**src/rtl/clint_pkg.sv**
```systemverilog
// Shared definitions for the core-local interruptor: register offsets, FSM states,
// bus request/response bundles and the byte-lane merge helper.
package clint_pkg;

  localparam logic [63:0] CLINT_MSIP_OFF     = 64'h0000_0000_0000_0000;
  localparam logic [63:0] CLINT_MTIMECMP_OFF = 64'h0000_0000_0000_4000;
  localparam logic [63:0] CLINT_MTIME_OFF    = 64'h0000_0000_0000_BFF8;

  typedef enum logic [0:0] {
    IDLE = 1'b0,
    RESP = 1'b1
  } clint_state_t;

  typedef struct packed {
    logic        valid;
    logic [63:0] addr;
    logic [7:0]  strobe;
    logic [63:0] data;
  } bus_req_t;

  typedef struct packed {
    logic        addr_ok;
    logic        data_ok;
    logic [63:0] data;
  } bus_resp_t;

  // Merge write data into an existing 64-bit value, one byte lane per strobe bit.
  function automatic logic [63:0] apply_strobe(input logic [63:0] old_v,
                                               input logic [63:0] wr_v,
                                               input logic [7:0]  strb);
    logic [63:0] merged;
    merged = old_v;
    for (int i = 0; i < 8; i++) begin
      if (strb[i]) begin
        merged[i*8 +: 8] = wr_v[i*8 +: 8];
      end else begin
        merged[i*8 +: 8] = old_v[i*8 +: 8];
      end
    end
    return merged;
  endfunction

endpackage

```
**src/rtl/clint_timer_sync2.sv**
```systemverilog
// Generic two-flop synchroniser for a single asynchronous level; resets to 0.
module sync2 (
  input  logic clk,
  input  logic rst_n,
  input  logic i_d,
  output logic o_q
);

  logic r_ff1;
  logic r_ff2;

  // Two-stage capture of the asynchronous input into the clk domain.
  always_ff @(posedge clk or negedge rst_n) begin
    if (!rst_n) begin
      r_ff1 <= 1'b0;
      r_ff2 <= 1'b0;
    end else begin
      r_ff1 <= i_d;
      r_ff2 <= r_ff1;
    end
  end

  assign o_q = r_ff2;

endmodule

```
**src/rtl/clint_timer.sv**
```systemverilog
// Core-local interruptor: bus responder holding msip, mtime and mtimecmp, and the
// source of the software, timer and external interrupt lines for the CSR unit.
module clint_timer
  import clint_pkg::*;
#(
  parameter logic [63:0] BASE_ADDR = 64'h0000_0000_0200_0000,
  parameter int unsigned TICK_DIV  = 1
) (
  input  logic        clk,
  input  logic        reset,
  input  logic        req_valid,
  input  logic [63:0] req_addr,
  input  logic [7:0]  req_strobe,
  input  logic [63:0] req_data,
  output logic        resp_addr_ok,
  output logic        resp_data_ok,
  output logic [63:0] resp_data,
  input  logic        ext_irq,
  output logic        swint,
  output logic        trint,
  output logic        exint,
  output logic [63:0] mtime_out
);

  localparam int unsigned    PW        = (TICK_DIV > 1) ? $clog2(TICK_DIV) : 1;
  localparam logic [PW-1:0]  PRESC_MAX = PW'(TICK_DIV - 1);

  bus_req_t     w_req;
  bus_resp_t    w_resp;
  clint_state_t r_state;
  clint_state_t w_state_nxt;
  logic [63:0]  w_off;
  logic         w_sel_msip;
  logic         w_sel_cmp;
  logic         w_sel_mtime;
  logic [63:0]  w_rd_val;
  logic         w_wr;
  logic         w_tick;
  logic [PW-1:0] r_presc;
  logic         r_msip;
  logic [63:0]  r_mtime;
  logic [63:0]  r_mtimecmp;
  logic [63:0]  r_rdata;
  logic         r_trint;

  assign w_req = '{valid: req_valid, addr: req_addr, strobe: req_strobe, data: req_data};

  // Word-aligned offset from the CLINT base; anything not matching is unmapped.
  assign w_off       = (w_req.addr & ~64'h0000_0000_0000_0007) - BASE_ADDR;
  assign w_sel_msip  = (w_off == CLINT_MSIP_OFF);
  assign w_sel_cmp   = (w_off == CLINT_MTIMECMP_OFF);
  assign w_sel_mtime = (w_off == CLINT_MTIME_OFF);

  // A write commits on the edge that ends RESP; a zero strobe is a read.
  assign w_wr   = (r_state == RESP) && (w_req.strobe != 8'h00);
  assign w_tick = (r_presc == PRESC_MAX);

  // Read mux; unmapped addresses return zero.
  always_comb begin
    w_rd_val = 64'h0;
    if (w_sel_msip) begin
      w_rd_val = {63'h0, r_msip};
    end else if (w_sel_cmp) begin
      w_rd_val = r_mtimecmp;
    end else if (w_sel_mtime) begin
      w_rd_val = r_mtime;
    end else begin
      w_rd_val = 64'h0;
    end
  end

  // Next-state logic: accept in IDLE, respond for exactly one cycle.
  always_comb begin
    w_state_nxt = r_state;
    case (r_state)
      IDLE:    w_state_nxt = w_req.valid ? RESP : IDLE;
      RESP:    w_state_nxt = IDLE;
      default: w_state_nxt = IDLE;
    endcase
  end

  // FSM state register.
  always_ff @(posedge clk or negedge reset) begin
    if (!reset) begin
      r_state <= IDLE;
    end else begin
      r_state <= w_state_nxt;
    end
  end

  // Capture read data on entry to RESP (pre-write value); clear it afterwards.
  always_ff @(posedge clk or negedge reset) begin
    if (!reset) begin
      r_rdata <= 64'h0;
    end else if ((r_state == IDLE) && w_req.valid) begin
      r_rdata <= w_rd_val;
    end else begin
      r_rdata <= 64'h0;
    end
  end

  // Prescaler free-runs regardless of software writes to mtime.
  always_ff @(posedge clk or negedge reset) begin
    if (!reset) begin
      r_presc <= '0;
    end else if (w_tick) begin
      r_presc <= '0;
    end else begin
      r_presc <= r_presc + 1'b1;
    end
  end

  // mtime: a software write takes precedence and drops a coincident tick.
  always_ff @(posedge clk or negedge reset) begin
    if (!reset) begin
      r_mtime <= 64'h0;
    end else if (w_wr && w_sel_mtime) begin
      r_mtime <= apply_strobe(r_mtime, w_req.data, w_req.strobe);
    end else if (w_tick) begin
      r_mtime <= r_mtime + 64'h1;
    end else begin
      r_mtime <= r_mtime;
    end
  end

  // mtimecmp and msip register bank; msip keeps only bit 0.
  always_ff @(posedge clk or negedge reset) begin
    if (!reset) begin
      r_mtimecmp <= 64'hFFFF_FFFF_FFFF_FFFF;
      r_msip     <= 1'b0;
    end else begin
      if (w_wr && w_sel_cmp) begin
        r_mtimecmp <= apply_strobe(r_mtimecmp, w_req.data, w_req.strobe);
      end
      if (w_wr && w_sel_msip && w_req.strobe[0]) begin
        r_msip <= w_req.data[0];
      end
    end
  end

  // Timer interrupt: registered unsigned compare, evaluated every cycle.
  always_ff @(posedge clk or negedge reset) begin
    if (!reset) begin
      r_trint <= 1'b0;
    end else begin
      r_trint <= (r_mtime >= r_mtimecmp);
    end
  end

  sync2 u_ext_sync (
    .clk   (clk),
    .rst_n (reset),
    .i_d   (ext_irq),
    .o_q   (exint)
  );

  assign w_resp = '{addr_ok: (r_state == RESP), data_ok: (r_state == RESP), data: r_rdata};

  assign resp_addr_ok = w_resp.addr_ok;
  assign resp_data_ok = w_resp.data_ok;
  assign resp_data    = w_resp.data;
  assign swint        = r_msip;
  assign trint        = r_trint;
  assign mtime_out    = r_mtime;

endmodule

```
**config.mk**
```make
export PLATFORM = sky130hd
export DESIGN_NAME = clint_timer
export DESIGN_NICKNAME = d
export VERILOG_FILES = /design/src/rtl/clint_pkg.sv /design/src/rtl/clint_timer_sync2.sv /design/src/rtl/clint_timer.sv
export SDC_FILE = /design/constraint.sdc
export NUM_CORES = 1
export LEC_CHECK = 0
export ABC_AREA = 1
export BUFFER_PORTS_ARGS = -buffer_cell sky130_fd_sc_hd__clkbuf_2
export CAP_MARGIN = 25
export CORE_UTILIZATION = 25
export DETAILED_ROUTE_END_ITERATION = 16
export PLACE_DENSITY = 0.38
export SLEW_MARGIN = 20
export SYNTH_ARGS = -nofsm -noshare
export SYNTH_HDL_FRONTEND = slang
export SYNTH_SLANG_ARGS = --single-unit
```
**constraint.sdc**
```tcl
create_clock -name clk -period 3.04 [get_ports clk]
set_input_delay 0.152 -clock clk [delete_from_list [all_inputs] [get_ports clk]]
set_output_delay 0.152 -clock clk [all_outputs]
set_load 0.05 [all_outputs]
```
# [Word level (Yosys, flattened, before mapping)]
# Index checks and enable logic that the tools add are counted.
[classes] add_sub_neg=3 magnitude_cmp=1 n_eq_ne=11 muxes=17 bitwise_logic=1 n_reduce_logical=24
[ops] op="$mux W64" count=6
[ops] op="$add A64 B1 Y64 const B" count=1
[ops] op="$eq A64 B15 Y1 const B" count=1
[ops] op="$eq A64 B16 Y1 const B" count=1
[ops] op="$ge A64 B64 Y1" count=1
[ops] op="$logic_not A64 Y1" count=1
[ops] op="$mux W8" count=8
[ops] op="$sub A64 B26 Y64 const B" count=1
[ops] op="$reduce_and A2 Y1" count=16
[ops] op="$ne A2 B2 Y1 const B" count=8
[ops] op="$reduce_bool A8 Y1" count=1
[ops] op="$logic_and A1 B1 Y1" count=6
[ops] op="$mux W1" count=2
[ops] op="$ne A2 B1 Y1 const B" count=1
[ops] op="$pmux W1 S2" count=1
[ops] op="$add A1 B1 Y1 const B" count=1
[ops] op="$not A1 Y1" count=1
[totals] ff_bits=198

# [Longest topological paths before layout]
[logic_depth] depth_word=6 ltp_mapped=17 depth_no_buf=16

# [By module]
# Synthesis repeated with hierarchy kept, for this count alone.
[hier_totals] cells_unflattened=2239 hier_area_um2=14757.9
[modules_own_cells] mod="clint_timer" instances=1 cells_each=2237 area_per_inst_um2=14707.9 seq_area_each_um2=4959.8
[modules_own_cells] mod="sync2" instances=1 cells_each=2 area_per_inst_um2=50.0 seq_area_each_um2=50.0

# [Worst setup path before layout]
# Ideal clock, no wire load.
[synth_path] kind="reg2reg" start="reg r_mtime[4], in the netlist mtime_out[4]" end="reg r_mtime[39], in the netlist mtime_out[39]" setup_ns=0.118 t_arrival_ns=2.497 required_ns=2.922 setup_slack_ns=0.425 stages_incl_launch_ff=14 path_buffers=1 synth_period_minus_slack_ns=2.615 cell_sequence="dfrtp_1 clkbuf_1 nand2_1 nor2_1 nand2_1 nor2_1 nand3_1 nor3_1 nand4_1 xor2_1 inv_1 nand2_1 nand2_1 nand2_1"
[synth_between] elab_chain_cells=3
[synth_lines] item="start, declared" line_no="clint_timer.sv:41" text="logic [63:0] r_mtime;"
[synth_lines] item="start signal, assigned" line_no="clint_timer.sv:118" text="r_mtime <= apply_strobe(r_mtime, w_req.data, w_req.strobe);"
[synth_lines] item="start signal, assigned" line_no="clint_timer.sv:120" text="r_mtime <= r_mtime + 64'h1;"
[synth_lines] item="start signal, assigned" line_no="clint_timer.sv:122" text="r_mtime <= r_mtime;"
[synth_lines] item="$add A64 B1 Y64" line_no="clint_timer.sv:120"
[synth_lines] item="$mux W64" line_no="clint_timer.sv:119" text="end else if (w_tick) begin"
[synth_lines] item="$mux W64" line_no="clint_timer.sv:117" text="end else if (w_wr && w_sel_mtime) begin"
# No other way between the ends. The select of a mux whose other input is x is not followed.
# A chain may end at the register's enable or synchronous reset.

# [Final worst setup path]
[layout_path] start="reg r_mtime[2], in the netlist mtime_out[2]" end="reg r_mtime[55], in the netlist mtime_out[55]"
# The elaborated chain is that of the path after synthesis.

==> impl_metrics.toml <==
[setup_path]
setup.reg_to_reg.worst_slack_ns = 0.28
setup.worst_path.class = "flop to flop"
cp_common_cell = "sky130_fd_sc_hd__nand2_1"
reg2regPathDepth = 10
r2r_end = "mtime_out[55]"
critical_path.slowest_cell = "sky130_fd_sc_hd__dfrtp_1"
setup.worst_path.end_class = "flop"
cp-startpoint = "mtime_out[2]"
cp_slowest_stage_delay_ns = 0.56
worst_setup_path_start_kind = "flop"
critPathBufInv = 1
reg2reg_from = "mtime_out[2]"
worstPathRequired_ns = 3.45
cp.arrival_ns = 3.16
critical-path-top-delay-family = "simple AND/OR/NAND/NOR gates"
critical_path.max_fanout = 7
timing.critical_path.cells = "nand3_1 -> nor2_1 -> nand2_1 -> or3_1 -> nor4_2 -> buf_4 -> xor2_1 -> nand2_1 -> nand2_1 -> nand2_1"

[final_layout]
filler_cell_count = 6466
final_nets = 2798
syn_to_layout_area_delta_pct = 28.0
post_route_cells_drive_above_1_share_pct = 19.0
diodes = 0
layout.area.seq_sq_um = 5010
multiInputGateArea_sq_um = 8460

[floorplanning]
die-width_um = 245
core_area_sq_um = 58000
initial_utilization_pct = 25.4
floorplan.io_pins = 273
core.rowCount = 88
dieHeight_um = 245
floorplan.die_area_sq_um = 60000

[grt]
grt_start_max_net_pins = 72
global_route_wire_length_before_repair_um = 100000
grt_pass1_vias = 16200
gr-total-overflow = 0
globalRouteTotalUtil_pct = 22.1
initial_antenna_violation_count = 0

[routing]
drt_iter0_markers = 1051
detailroute.via_count = 16300
drt_pre_antenna_iters = 7
post-route-drc-count = 0
vias_per_cell = 4.82
postRouteWirelength_um = 65900
ant_nets = 0
avgRoutedWirePerCell_um = 19.5

[job]
maxCapViolCount = 0

[min_path]
worst_hold_path.endpoint = "swint"
min_delay_path_depth = 3
min-delay-start = "req_strobe[0]"
timing.hold.worst.class = "primary input to flop"

[power_and_ir_drop]
seq_power_share_pct = 47.3
irDropWorstVdd_mv = 0.451
p_comb_share_pct = 9.5
power.leakage_nw = 8.92
power.density_cell_area_nw_per_um2 = 294
share_clk_of_total_power_pct = 43.2
switching_part_of_the_total_pct = 28.7
power.net_switching_mw = 1.59
cellInternalPower_mw = 3.96

[placement]
gp_congestion = 0.899
place.port_buffers = 269
detailed_place_hpwl_um = 50500

[cts]
cts.root.buffer_cell = "sky130_fd_sc_hd__clkbuf_16"
clock_path_buffers = 2
tritoncts_num_sinks = 197
cts_htree_levels = 4
cts_inserted_buffers = 17
cts_tree = "done"
clkLatencyLatePin_ns = 0.51
postCtsSetupRepairBufs = 0
cts.reportedPaths.clkPinSlew_ns = 0.08

[synthesis]
total_of_flip_flops_plus_latches_after_synthesis = 197
synth_warnings = 0
post_synth_inst_count = 2239
synth.yosys.seq_area_share_pct = 33.9
postSynthNetCount = 2444
postSynthAreaPerCell_sq_um = 6.59
synth_enable_flop_cells = 0
async_flop_share_pct = 100
yosysUniqueCellTypes = 42
yosys_most_used_dff = "sky130_fd_sc_hd__dfrtp_1"
synth.cell_area_sq_um = 14800

[timing]
fin_worst_hold_slack_ns = 0.106
final_hold_viol_count = 0
tightest_slew_ns = 0.854
final.setup_skew_ns = 0.0103
max_freq_ghz = 0.363
setup_violations = 0
drv_slew = 0
final.min_clock_period_ns = 2.76
setup-tns-final_ns = 0
min_period_over_period_pct = 90.7
rsz0062_at_grt = "no"
timing.slew.headroom_pct = 43.1

[run_status]
status = "finished clean"
placed cells by master, fill, tap and decap left out, types with 3 or more instances in the layout:
master,instances
sky130_fd_sc_hd__nand2_1,766
sky130_fd_sc_hd__clkbuf_2,268
sky130_fd_sc_hd__nor2_1,257
sky130_fd_sc_hd__inv_1,253
sky130_fd_sc_hd__nand4_1,241
sky130_fd_sc_hd__dfrtp_1,133
sky130_fd_sc_hd__a21oi_1,97
sky130_fd_sc_hd__nand3_1,70
sky130_fd_sc_hd__buf_4,70
sky130_fd_sc_hd__dlygate4sd3_1,67
sky130_fd_sc_hd__ha_1,65
sky130_fd_sc_hd__dfstp_2,64
sky130_fd_sc_hd__xor2_1,61
sky130_fd_sc_hd__nor3_1,37
sky130_fd_sc_hd__nor4_1,23
sky130_fd_sc_hd__buf_12,19
sky130_fd_sc_hd__clkbuf_16,17
sky130_fd_sc_hd__nor2_2,11
sky130_fd_sc_hd__o21ai_0,11
sky130_fd_sc_hd__nand2_2,10
sky130_fd_sc_hd__nor2_4,8
sky130_fd_sc_hd__inv_6,7
sky130_fd_sc_hd__nand3b_1,5
sky130_fd_sc_hd__or2_2,3
sky130_fd_sc_hd__o21ai_1,3
sky130_fd_sc_hd__clkinvlp_4,3
cell usage after synthesis (3+ instances only):
| library cell | count | area, sq um |
|---|---|---|
| sky130_fd_sc_hd__buf_1 | 11 | 41.3 |
| sky130_fd_sc_hd__dfrtp_1 | 133 | 3330 |
| sky130_fd_sc_hd__or2_2 | 3 | 18.8 |
| sky130_fd_sc_hd__nor4_1 | 24 | 150 |
| sky130_fd_sc_hd__o21ai_1 | 3 | 15.0 |
| sky130_fd_sc_hd__nor2_2 | 12 | 75.1 |
| sky130_fd_sc_hd__nand2_2 | 9 | 56.3 |
| sky130_fd_sc_hd__nor3_1 | 37 | 185 |
| sky130_fd_sc_hd__nor3b_1 | 4 | 30.0 |
| sky130_fd_sc_hd__nand2_1 | 767 | 2880 |
| sky130_fd_sc_hd__nand4_1 | 241 | 1510 |
| sky130_fd_sc_hd__inv_1 | 254 | 953 |
| sky130_fd_sc_hd__nand3b_1 | 5 | 37.5 |
| sky130_fd_sc_hd__clkbuf_1 | 52 | 195 |
| sky130_fd_sc_hd__buf_2 | 26 | 130 |
| sky130_fd_sc_hd__ha_1 | 65 | 813 |
| sky130_fd_sc_hd__a21oi_1 | 97 | 485 |
| sky130_fd_sc_hd__dfstp_2 | 64 | 1680 |
| sky130_fd_sc_hd__xor2_1 | 61 | 534 |
| sky130_fd_sc_hd__nor2_4 | 4 | 45.0 |
| sky130_fd_sc_hd__nand3_1 | 70 | 350 |
| sky130_fd_sc_hd__nor2_1 | 260 | 976 |
| sky130_fd_sc_hd__o21ai_0 | 11 | 55.1 |
worst max path at each step:
stage	endpoint	slack, ns	cells past startpoint
floorplan	mtime_out[39]	0.42	13
global placement	mtime_out[55]	0.05	10
detailed placement	r_mtimecmp[53]	0.07	15
CTS	mtime_out[55]	0.06	10
global route	mtime_out[55]	0.05	10
finish	mtime_out[55]	0.28	10
repair_timing:
item                       4_1_cts  5_1_grt
setup endpoints to repair        0        1
hold endpoints to repair       151        0
hold buffers                    67        0
resized for setup                0        1
worst min-delay path, delay by kind of cell:
kind / cells / cell delay [ns]
buffers and inverters: 1 / 0.23
AND/OR/NAND/NOR: 2 / 0.20
flip-flops by register name, indices dropped and copies added, names as in the netlist:
signal	flops
u_ext_sync.r_ff1	1
resp_data	64
trint	1
resp_addr_ok	1
swint	1
mtime_out	64
r_mtimecmp	64
u_ext_sync.o_q	1
power by group through the flow:
stage	sequential, mW	combinational, mW	clock (mW)
6_report	2.63	0.527	2.40
5_1_grt	2.63	0.582	2.57
3_3_place_gp	2.68	0.466	0
4_1_cts	2.63	0.534	2.48
3_5_place_dp	2.68	0.464	0
2_1_floorplan	2.68	0.164	0
metal layers:
layer	wire, um	track usage (%)
met5	0	0
met4	798	4.80
met3	3030	3.44
met2	31400	37.0
met1	30600	29.8
kinds of logic (layout without fill, tap and decap cells):
kind of cell,Yosys count,in the layout,share of synthesized area [%]
compound gates,123,123,4.41
xor+xnor,62,62,3.68
fa+ha+maj,65,65,5.51
buf+inv,346,713,9.05
flops,197,197,33.9
simple gates,1446,1446,43.4
area by class of cell:
class	instances	area share, %
inverter	256	5.09
clock inverter	15	0.762
multi-input combinational	1696	44.8
sequential	197	26.5
tap	765	5.07
timing repair buffer	425	15.5
clock buffer	17	2.25
per-stage QoR:
step | worst slack [ns] | std cells | util, % | total power, mW | cell area (sq um)
detailed placement | 0.0667 | 3272 | 30.4 | 3.14 | 17600
global route | 0.0512 | 3371 | 32.6 | 5.78 | 18900
floorplan | 0.425 | 2239 | - | 2.85 | 14800
CTS | 0.0612 | 3371 | 32.5 | 5.65 | 18900
finish | 0.282 | 3371 | 32.6 | 5.55 | 18900
global placement | 0.0519 | 3272 | 30.4 | 3.14 | 17600
(Power assumes the default switching activity.)
